## src/rtl/nes_loader_pkg.sv

```systemverilog
// Shared constants and state encodings for the UART program loader.
package nes_loader_pkg;

   localparam logic [7:0] SYNC    = 8'hA5;
   localparam logic [7:0] CMD_PRG = 8'h00;
   localparam logic [7:0] CMD_CHR = 8'h01;

   typedef enum logic [2:0] {
      P_IDLE,
      P_CMD,
      P_AL,
      P_AH,
      P_LL,
      P_LH,
      P_DATA
   } p_state_t;

   typedef enum logic [1:0] {
      R_IDLE,
      R_START,
      R_BITS,
      R_STOP
   } r_state_t;

endpackage

```

## src/rtl/nes_uart_loader_if.sv

```systemverilog
// Memory write port driven by the loader into PRG-ROM / CHR-ROM.
interface nes_uart_loader_if;
   logic [15:0] mem_addr;
   logic [7:0]  mem_data;
   logic        mem_we;
   logic        mem_sel;

   modport master (output mem_addr, output mem_data, output mem_we, output mem_sel);
   modport slave  (input  mem_addr, input  mem_data, input  mem_we, input  mem_sel);
endinterface

```

## src/rtl/nes_uart_rx.sv

```systemverilog
// UART 8N1 receiver: rx synchronizer, mid-bit sampling, byte/framing strobes.
//
// state   | meaning
// R_IDLE  | line idle, waiting for a falling edge
// R_START | half-bit wait, then confirm start bit (high = glitch)
// R_BITS  | sampling 8 data bits LSB first, one per CLOCK_DIV
// R_STOP  | sampling stop bit: 1 -> byte_valid, 0 -> frame_err
module nes_uart_rx
   import nes_loader_pkg::*;
#(
   parameter int CLOCK_DIV = 217
) (
   input  logic       clock,
   input  logic       reset_n,
   input  logic       rx,
   output logic       byte_valid,
   output logic [7:0] byte_data,
   output logic       frame_err
);

   localparam int CW = $clog2(CLOCK_DIV);
   localparam logic [CW-1:0] HALF = CW'(CLOCK_DIV / 2 - 1);
   localparam logic [CW-1:0] FULL = CW'(CLOCK_DIV - 1);

   logic          rx_meta, rx_sync, rx_prev;
   r_state_t      state, state_nxt;
   logic [CW-1:0] cnt, cnt_nxt;
   logic [2:0]    bit_idx, bit_nxt;
   logic [7:0]    shift, shift_nxt;

   // Two-flop synchronizer plus one delayed copy for edge detection; idle-high preset.
   always_ff @(posedge clock or negedge reset_n) begin
      if (!reset_n) begin
         rx_meta <= 1'b1;
         rx_sync <= 1'b1;
         rx_prev <= 1'b1;
      end else begin
         rx_meta <= rx;
         rx_sync <= rx_meta;
         rx_prev <= rx_sync;
      end
   end

   // Receiver state, bit timer and shift register.
   always_ff @(posedge clock or negedge reset_n) begin
      if (!reset_n) begin
         state   <= R_IDLE;
         cnt     <= '0;
         bit_idx <= '0;
         shift   <= '0;
      end else begin
         state   <= state_nxt;
         cnt     <= cnt_nxt;
         bit_idx <= bit_nxt;
         shift   <= shift_nxt;
      end
   end

   // Next-state and strobes; the bit timer is a down-counter with terminal count at 0.
   always_comb begin
      state_nxt  = state;
      cnt_nxt    = cnt;
      bit_nxt    = bit_idx;
      shift_nxt  = shift;
      byte_valid = 1'b0;
      frame_err  = 1'b0;
      case (state)
         R_IDLE: begin
            if (rx_prev && !rx_sync) begin
               state_nxt = R_START;
               cnt_nxt   = HALF;
            end
         end
         R_START: begin
            if (cnt == '0) begin
               if (rx_sync) begin
                  state_nxt = R_IDLE;
               end else begin
                  state_nxt = R_BITS;
                  cnt_nxt   = FULL;
                  bit_nxt   = 3'd0;
               end
            end else begin
               cnt_nxt = cnt - 1'b1;
            end
         end
         R_BITS: begin
            if (cnt == '0) begin
               shift_nxt = {rx_sync, shift[7:1]};
               cnt_nxt   = FULL;
               bit_nxt   = bit_idx + 3'd1;
               if (bit_idx == 3'd7) state_nxt = R_STOP;
            end else begin
               cnt_nxt = cnt - 1'b1;
            end
         end
         R_STOP: begin
            if (cnt == '0) begin
               state_nxt = R_IDLE;
               if (rx_sync) byte_valid = 1'b1;
               else         frame_err  = 1'b1;
            end else begin
               cnt_nxt = cnt - 1'b1;
            end
         end
         default: state_nxt = R_IDLE;
      endcase
   end

   assign byte_data = shift;

endmodule

```

## src/rtl/nes_uart_loader.sv

```systemverilog
// Serial program loader: framed UART packets -> PRG/CHR write port, CPU held in
// reset while loading. Optional checksum reply on tx: NES_UART_LOADER_ACK_EN.
//
// state  | meaning
// P_IDLE | waiting for sync byte 0xA5
// P_CMD  | command byte: 0x00 PRG, 0x01 CHR, else abandon
// P_AL   | start address low byte
// P_AH   | start address high byte
// P_LL   | length low byte
// P_LH   | length high byte (zero length ends the packet)
// P_DATA | payload bytes, one write each
module nes_uart_loader
   import nes_loader_pkg::*;
#(
   parameter int CLOCK_DIV = 217,
   parameter int TIMEOUT   = 2500000
) (
   input  logic              clock,
   input  logic              reset_n,
   input  logic              rx,
   output logic              tx,
   nes_uart_loader_if.master mem,
   output logic              cpu_hold,
   output logic              frame_err
);

   localparam int TW = $clog2(TIMEOUT + 1);

   logic          bv, rx_ferr;
   logic [7:0]    rx_byte;
   p_state_t      state, state_nxt;
   logic [15:0]   addr_q, len_q;
   logic [7:0]    data_q;
   logic          we_q, sel_q, hold_q, ferr_q;
   logic [TW-1:0] tmo_cnt;
   logic          tmo_hit, abort, take_cmd, done;

   nes_uart_rx #(.CLOCK_DIV(CLOCK_DIV)) u_rx (
      .clock      (clock),
      .reset_n    (reset_n),
      .rx         (rx),
      .byte_valid (bv),
      .byte_data  (rx_byte),
      .frame_err  (rx_ferr)
   );

   assign tmo_hit = (state != P_IDLE) && (tmo_cnt == '0);
   assign abort   = rx_ferr | tmo_hit;

   // Inter-byte timeout: reloaded on every byte and while idle, counts down otherwise.
   always_ff @(posedge clock or negedge reset_n) begin
      if (!reset_n)                 tmo_cnt <= TW'(TIMEOUT - 1);
      else if (bv || state == P_IDLE) tmo_cnt <= TW'(TIMEOUT - 1);
      else if (tmo_cnt != '0)       tmo_cnt <= tmo_cnt - 1'b1;
   end

   // Protocol state register.
   always_ff @(posedge clock or negedge reset_n) begin
      if (!reset_n) state <= P_IDLE;
      else          state <= state_nxt;
   end

   // Protocol next-state; a framing error or timeout always wins.
   always_comb begin
      state_nxt = state;
      take_cmd  = 1'b0;
      done      = 1'b0;
      if (abort) begin
         state_nxt = P_IDLE;
      end else begin
         case (state)
            P_IDLE: if (bv && rx_byte == SYNC) state_nxt = P_CMD;
            P_CMD: begin
               if (bv) begin
                  if (rx_byte == CMD_PRG || rx_byte == CMD_CHR) begin
                     take_cmd  = 1'b1;
                     state_nxt = P_AL;
                  end else begin
                     state_nxt = P_IDLE;
                  end
               end
            end
            P_AL: if (bv) state_nxt = P_AH;
            P_AH: if (bv) state_nxt = P_LL;
            P_LL: if (bv) state_nxt = P_LH;
            P_LH: begin
               if (bv) begin
                  if ({rx_byte, len_q[7:0]} == 16'h0000) begin
                     done      = 1'b1;
                     state_nxt = P_IDLE;
                  end else begin
                     state_nxt = P_DATA;
                  end
               end
            end
            P_DATA: begin
               if (we_q && len_q == 16'd1) begin
                  done      = 1'b1;
                  state_nxt = P_IDLE;
               end
            end
            default: state_nxt = P_IDLE;
         endcase
      end
   end

   // Write-port datapath: field capture, one-cycle write, post-write address/length step.
   always_ff @(posedge clock or negedge reset_n) begin
      if (!reset_n) begin
         addr_q <= '0;
         len_q  <= '0;
         data_q <= '0;
         we_q   <= 1'b0;
         sel_q  <= 1'b0;
         hold_q <= 1'b0;
         ferr_q <= 1'b0;
      end else begin
         we_q   <= 1'b0;
         ferr_q <= abort;
         if (abort) begin
            hold_q <= 1'b0;
         end else begin
            if (bv) begin
               case (state)
                  P_CMD: begin
                     if (take_cmd) begin
                        sel_q  <= rx_byte[0];
                        hold_q <= 1'b1;
                     end
                  end
                  P_AL:   addr_q[7:0]  <= rx_byte;
                  P_AH:   addr_q[15:8] <= rx_byte;
                  P_LL:   len_q[7:0]   <= rx_byte;
                  P_LH:   len_q[15:8]  <= rx_byte;
                  P_DATA: begin
                     data_q <= rx_byte;
                     we_q   <= 1'b1;
                  end
                  default: ;
               endcase
            end
            if (state == P_DATA && we_q) begin
               addr_q <= addr_q + 16'd1;
               len_q  <= len_q - 16'd1;
            end
            if (done) hold_q <= 1'b0;
         end
      end
   end

   assign mem.mem_addr = addr_q;
   assign mem.mem_data = data_q;
   assign mem.mem_we   = we_q;
   assign mem.mem_sel  = sel_q;
   assign frame_err    = ferr_q;

`ifdef NES_UART_LOADER_ACK_EN
   localparam int CW = $clog2(CLOCK_DIV);
   localparam logic [CW-1:0] FULL = CW'(CLOCK_DIV - 1);

   logic [7:0]    sum_q;
   logic          tx_busy;
   logic [9:0]    tx_frame;
   logic [3:0]    tx_bit;
   logic [CW-1:0] tx_cnt;

   // Payload checksum, cleared when a new command is accepted.
   always_ff @(posedge clock or negedge reset_n) begin
      if (!reset_n)                           sum_q <= '0;
      else if (take_cmd)                      sum_q <= '0;
      else if (state == P_DATA && bv && !abort) sum_q <= sum_q + rx_byte;
   end

   // 8N1 transmitter for the checksum reply; frame shifts out LSB first.
   always_ff @(posedge clock or negedge reset_n) begin
      if (!reset_n) begin
         tx_busy  <= 1'b0;
         tx_frame <= '1;
         tx_bit   <= '0;
         tx_cnt   <= '0;
      end else if (done) begin
         tx_busy  <= 1'b1;
         tx_frame <= {1'b1, sum_q, 1'b0};
         tx_bit   <= '0;
         tx_cnt   <= FULL;
      end else if (tx_busy) begin
         if (tx_cnt == '0) begin
            tx_cnt <= FULL;
            if (tx_bit == 4'd9) begin
               tx_busy <= 1'b0;
            end else begin
               tx_bit   <= tx_bit + 4'd1;
               tx_frame <= {1'b1, tx_frame[9:1]};
            end
         end else begin
            tx_cnt <= tx_cnt - 1'b1;
         end
      end
   end

   assign tx       = tx_busy ? tx_frame[0] : 1'b1;
   assign cpu_hold = hold_q | tx_busy;
`else
   assign tx       = 1'b1;
   assign cpu_hold = hold_q;
`endif

endmodule

```

## src/flat_wrapper.sv

```systemverilog
// flat-port wrapper written by rule: the top's interface ports become plain ports
module nes_uart_loader_flat import nes_loader_pkg::*;
#(
   parameter int CLOCK_DIV = 217,
   parameter int TIMEOUT   = 2500000
)
  (clock, reset_n, rx, tx, cpu_hold, frame_err, mem_mem_addr, mem_mem_data, mem_mem_we, mem_mem_sel);
  nes_uart_loader_if mem_i ();
  input  logic clock;
  input  logic reset_n;
  input  logic rx;
  output logic tx;
  output logic cpu_hold;
  output logic frame_err;
  output wire logic [$bits(mem_i.mem_addr)-1:0] mem_mem_addr;
  output wire logic [$bits(mem_i.mem_data)-1:0] mem_mem_data;
  output wire logic [$bits(mem_i.mem_we)-1:0] mem_mem_we;
  output wire logic [$bits(mem_i.mem_sel)-1:0] mem_mem_sel;
  assign mem_mem_addr = mem_i.mem_addr;
  assign mem_mem_data = mem_i.mem_data;
  assign mem_mem_we = mem_i.mem_we;
  assign mem_mem_sel = mem_i.mem_sel;
  nes_uart_loader #(.CLOCK_DIV(CLOCK_DIV), .TIMEOUT(TIMEOUT)) u_core (.clock(clock), .reset_n(reset_n), .rx(rx), .tx(tx), .mem(mem_i), .cpu_hold(cpu_hold), .frame_err(frame_err));
endmodule
```

## config.mk

```make
export PLATFORM = sky130hd
export DESIGN_NAME = nes_uart_loader_flat
export DESIGN_NICKNAME = d
export VERILOG_FILES = /design/src/rtl/nes_loader_pkg.sv /design/src/rtl/nes_uart_loader_if.sv /design/src/rtl/nes_uart_rx.sv /design/src/rtl/nes_uart_loader.sv /design/src/flat_wrapper.sv
export SDC_FILE = /design/constraint.sdc
export NUM_CORES = 1
export LEC_CHECK = 0
export BUFFER_PORTS_ARGS = -buffer_cell sky130_fd_sc_hd__buf_2
export CAP_MARGIN = 20
export CORE_MARGIN = 1
export CORE_UTILIZATION = 25
export DETAILED_ROUTE_END_ITERATION = 10
export GPL_TIMING_DRIVEN = 0
export SLEW_MARGIN = 20
export SYNTH_ARGS = -nofsm -noshare
export SYNTH_HDL_FRONTEND = slang
export SYNTH_SLANG_ARGS = --single-unit
```

## constraint.sdc

```tcl
create_clock -name clock -period 2.65 [get_ports clock]
set_input_delay 0.53 -clock clock [delete_from_list [all_inputs] [get_ports clock]]
set_output_delay 0.53 -clock clock [all_outputs]
set_load 0.005 [all_outputs]
```

==> qor.txt <==
Final Max Tran Viols - 0
Pwr Total - 3.61 mW
Setup CP Type - reg -> reg
hold buffers post-CTS - 0
DR vias - 4959
worst endpoint required time - 2890 ps
endpoints failing hold - 0
fmax - 388 MHz
fin crit share - 97.4%
Finished Cell Area - 6420 µm²
ANT nets after route - 0
Post-synth EDFFs - 0
Hold WC Path Type - in -> async
most area-consuming cells after synthesis - dfrtp_1 36%, dfstp_2 7.2%, nand2_1 4.2%, a21oi_1 4.0%, mux2_2 3.9%
most frequent cells in the layout - 78 x dfrtp_1, 60 x nand2_1, 44 x a21oi_1
CP arrival - 2820 ps
Slew @ Worst Pin - 990 ps
vias per cell - 5.38
drt wl/cell - 16.9 µm
I/O pin total - 32
cell area after synthesis - 5450 µm²
first-pass GRT wire length - 25400 µm
Area after DPL - 5980 µm²
Post-synth top flop - dfrtp_1
gr ovfl total - 0
Root Driver - clkbuf_16
clk sinks - 93
dominant cell type by area after synthesis - dfrtp_1
Synthesized Nets - 608
max-cap viol count - 0
vias in the first global route - 4613
Layout area overhead - 17.9%
RSZ-0062 raised after global routing - false
Setup violations, final - 0
ys async rst share - 100%
Synth warnings - 0
total core area - 21200 µm²
LEAKAGE - 2.66 nW
DR iter-0 viols - 426
Die W - 150 µm
Yosys cell types - 66
commonest non-fill, non-tap cell in the layout - dfrtp_1
Mapped Cells - 590
CTS max path bufs - 2
Worst Path Max Fanout - 7
gr usage total - 14.5%
DRT Pass-1 Iters - 5
initial antenna violation count - 0
Worst Skew - 10.3 ps
Ant. Diodes - 0
Worst VDD drop - 0.468 mV
Rows - 53
H-Tree Depth - 3
Synth top area share - 35.8%
Die Span Y - 150 µm
status - complete, no violations
final wirelength - 15600 µm
Yosys reg bits - 93
CTS buffer count - 9
Worst-path clk slew - 70 ps
clock latency on the worst-skew pair - 360 ps
largest net degree at the start of global routing - 72
syn_area_per_cell - 9.23 µm²
HPWL Detailed - 10600 µm
RePlAce Congestion - 0.894
setup TNS - 0 ps
PwrDens - 562 nW/µm²
die area - 22400 µm²
IO buf count - 30
post-synthesis sequential area ratio - 43.1%
CP endpoint kind - register
DRC - 0
crit path time final - 2580 ps
CTS tree - done
startpoint types - register
share of cells above drive strength 1 - 19.3%
starting density of the core - 25.7%
number of nets in the layout - 660
Max-slew headroom - 33.5%
-- Yosys cell counts (4+ instances only) --
library cell,n
a31oi_1,16
nor2b_1,4
nor4_1,11
nand3_1,27
a22o_1,13
a211oi_1,9
and3_1,4
a21oi_1,44
nand2_1,61
o211ai_1,8
xnor2_1,8
and4_1,6
nand4_1,14
ha_1,15
dfrtp_1,78
o21ai_0,23
o22ai_1,9
nor2_1,38
o31ai_1,12
nor3_1,22
or4_1,5
or3_1,5
dfstp_2,15
clkbuf_1,24
inv_1,19
xor2_1,10
or2_2,4
mux2_2,19
-- worst paths after layout --
kind,start,slack (ps),cells after the start,to
setup / recovery,u_core.u_rx.cnt[0],70,7,u_core.len_q[4]
hold / removal,reset_n,30,1,u_core.tmo_cnt[5]
setup reg to reg,u_core.u_rx.cnt[0],70,7,u_core.len_q[4]
hold reg to reg,u_core.u_rx.rx_meta,360,0,u_core.u_rx.rx_sync
max in group asynchronous,reset_n,1970,2,u_core.u_rx.rx_meta
min in group clock,rx,270,1,u_core.u_rx.rx_meta
-- report_power, final --
group	total, mW	internal, mW	switching, mW
Clock	1.29	0.679	0.607
Sequential	1.57	1.49	0.0786
Combinational	0.751	0.311	0.440
-- critical path, cell delays in order (launching register included) --
cell     delay [ps]
dfrtp_1         390
inv_2            90
ha_4            150
or4b_4          500
or3_4           390
and2_4          200
or4_1           510
a22o_1          240
-- cells by family after synthesis --
group           Yosys count  share of synthesized area (%)
compound gates          170                           21.0
xor+xnor                 18                           2.90
fa+ha+maj                15                           3.45
buf+inv                  50                           3.91
flops                    93                           43.1
mux                      19                           3.93
other cells               1                         0.0689
simple gates            224                           21.7
-- metal layers --
| layer | share of wire, % | track usage, % |
|---|---|---|
| met4 | 1.4 | 4.13 |
| met1 | 45 | 20.3 |
| met3 | 7.5 | 3.72 |
| met5 | 0 | 0 |
| met2 | 46 | 21.9 |
-- per-stage QoR --
stage          hold WS (ps)  utilization [%]  setup slack, ps  instances
4_1_cts                20.1             30.1            -1.09        920
6_report               26.1             30.3             70.1        922
5_1_grt                27.2             30.3            0.505        922
3_5_place_dp            348             28.2             -254        896
2_1_floorplan           234                -             39.9        590
3_3_place_gp            346             28.0             -244        895
-- sequential cells by signal, indices dropped and copies added, names as in the netlist, 3 cells and up, named ones only --
| register | count |
|---|---|
| u_core.tmo_cnt | 22 |
| u_core.len_q | 16 |
| u_core.mem.mem_addr | 16 |
| u_core.mem.mem_data | 8 |
| u_core.u_rx.byte_data | 8 |
| u_core.u_rx.cnt | 8 |
| u_core.state | 3 |
| u_core.u_rx.bit_idx | 3 |
-- final cells by class --
type	instances	area [µm²]
flip-flops and latches	93	2350
fillers	2248	14800
clock inverters	6	51.3
clock buffers	10	239
repair buffers	44	293
inverters	19	71.3
multi-input cells	447	2950
plain buffers	28	129
well taps	275	344
-- timing repair --
| item | in CTS | in global routing |
|---|---|---|
| hold endpoints to repair | 0 | 0 |
| pin swaps | 4 | 4 |
| endpoints found under the setup margin | 42 | 27 |
| buffers inserted | 10 | 3 |
| gates cloned | 0 | 0 |
| gates resized for setup | 14 | 11 |
Note: power is estimated with default switching activity, not from simulation.
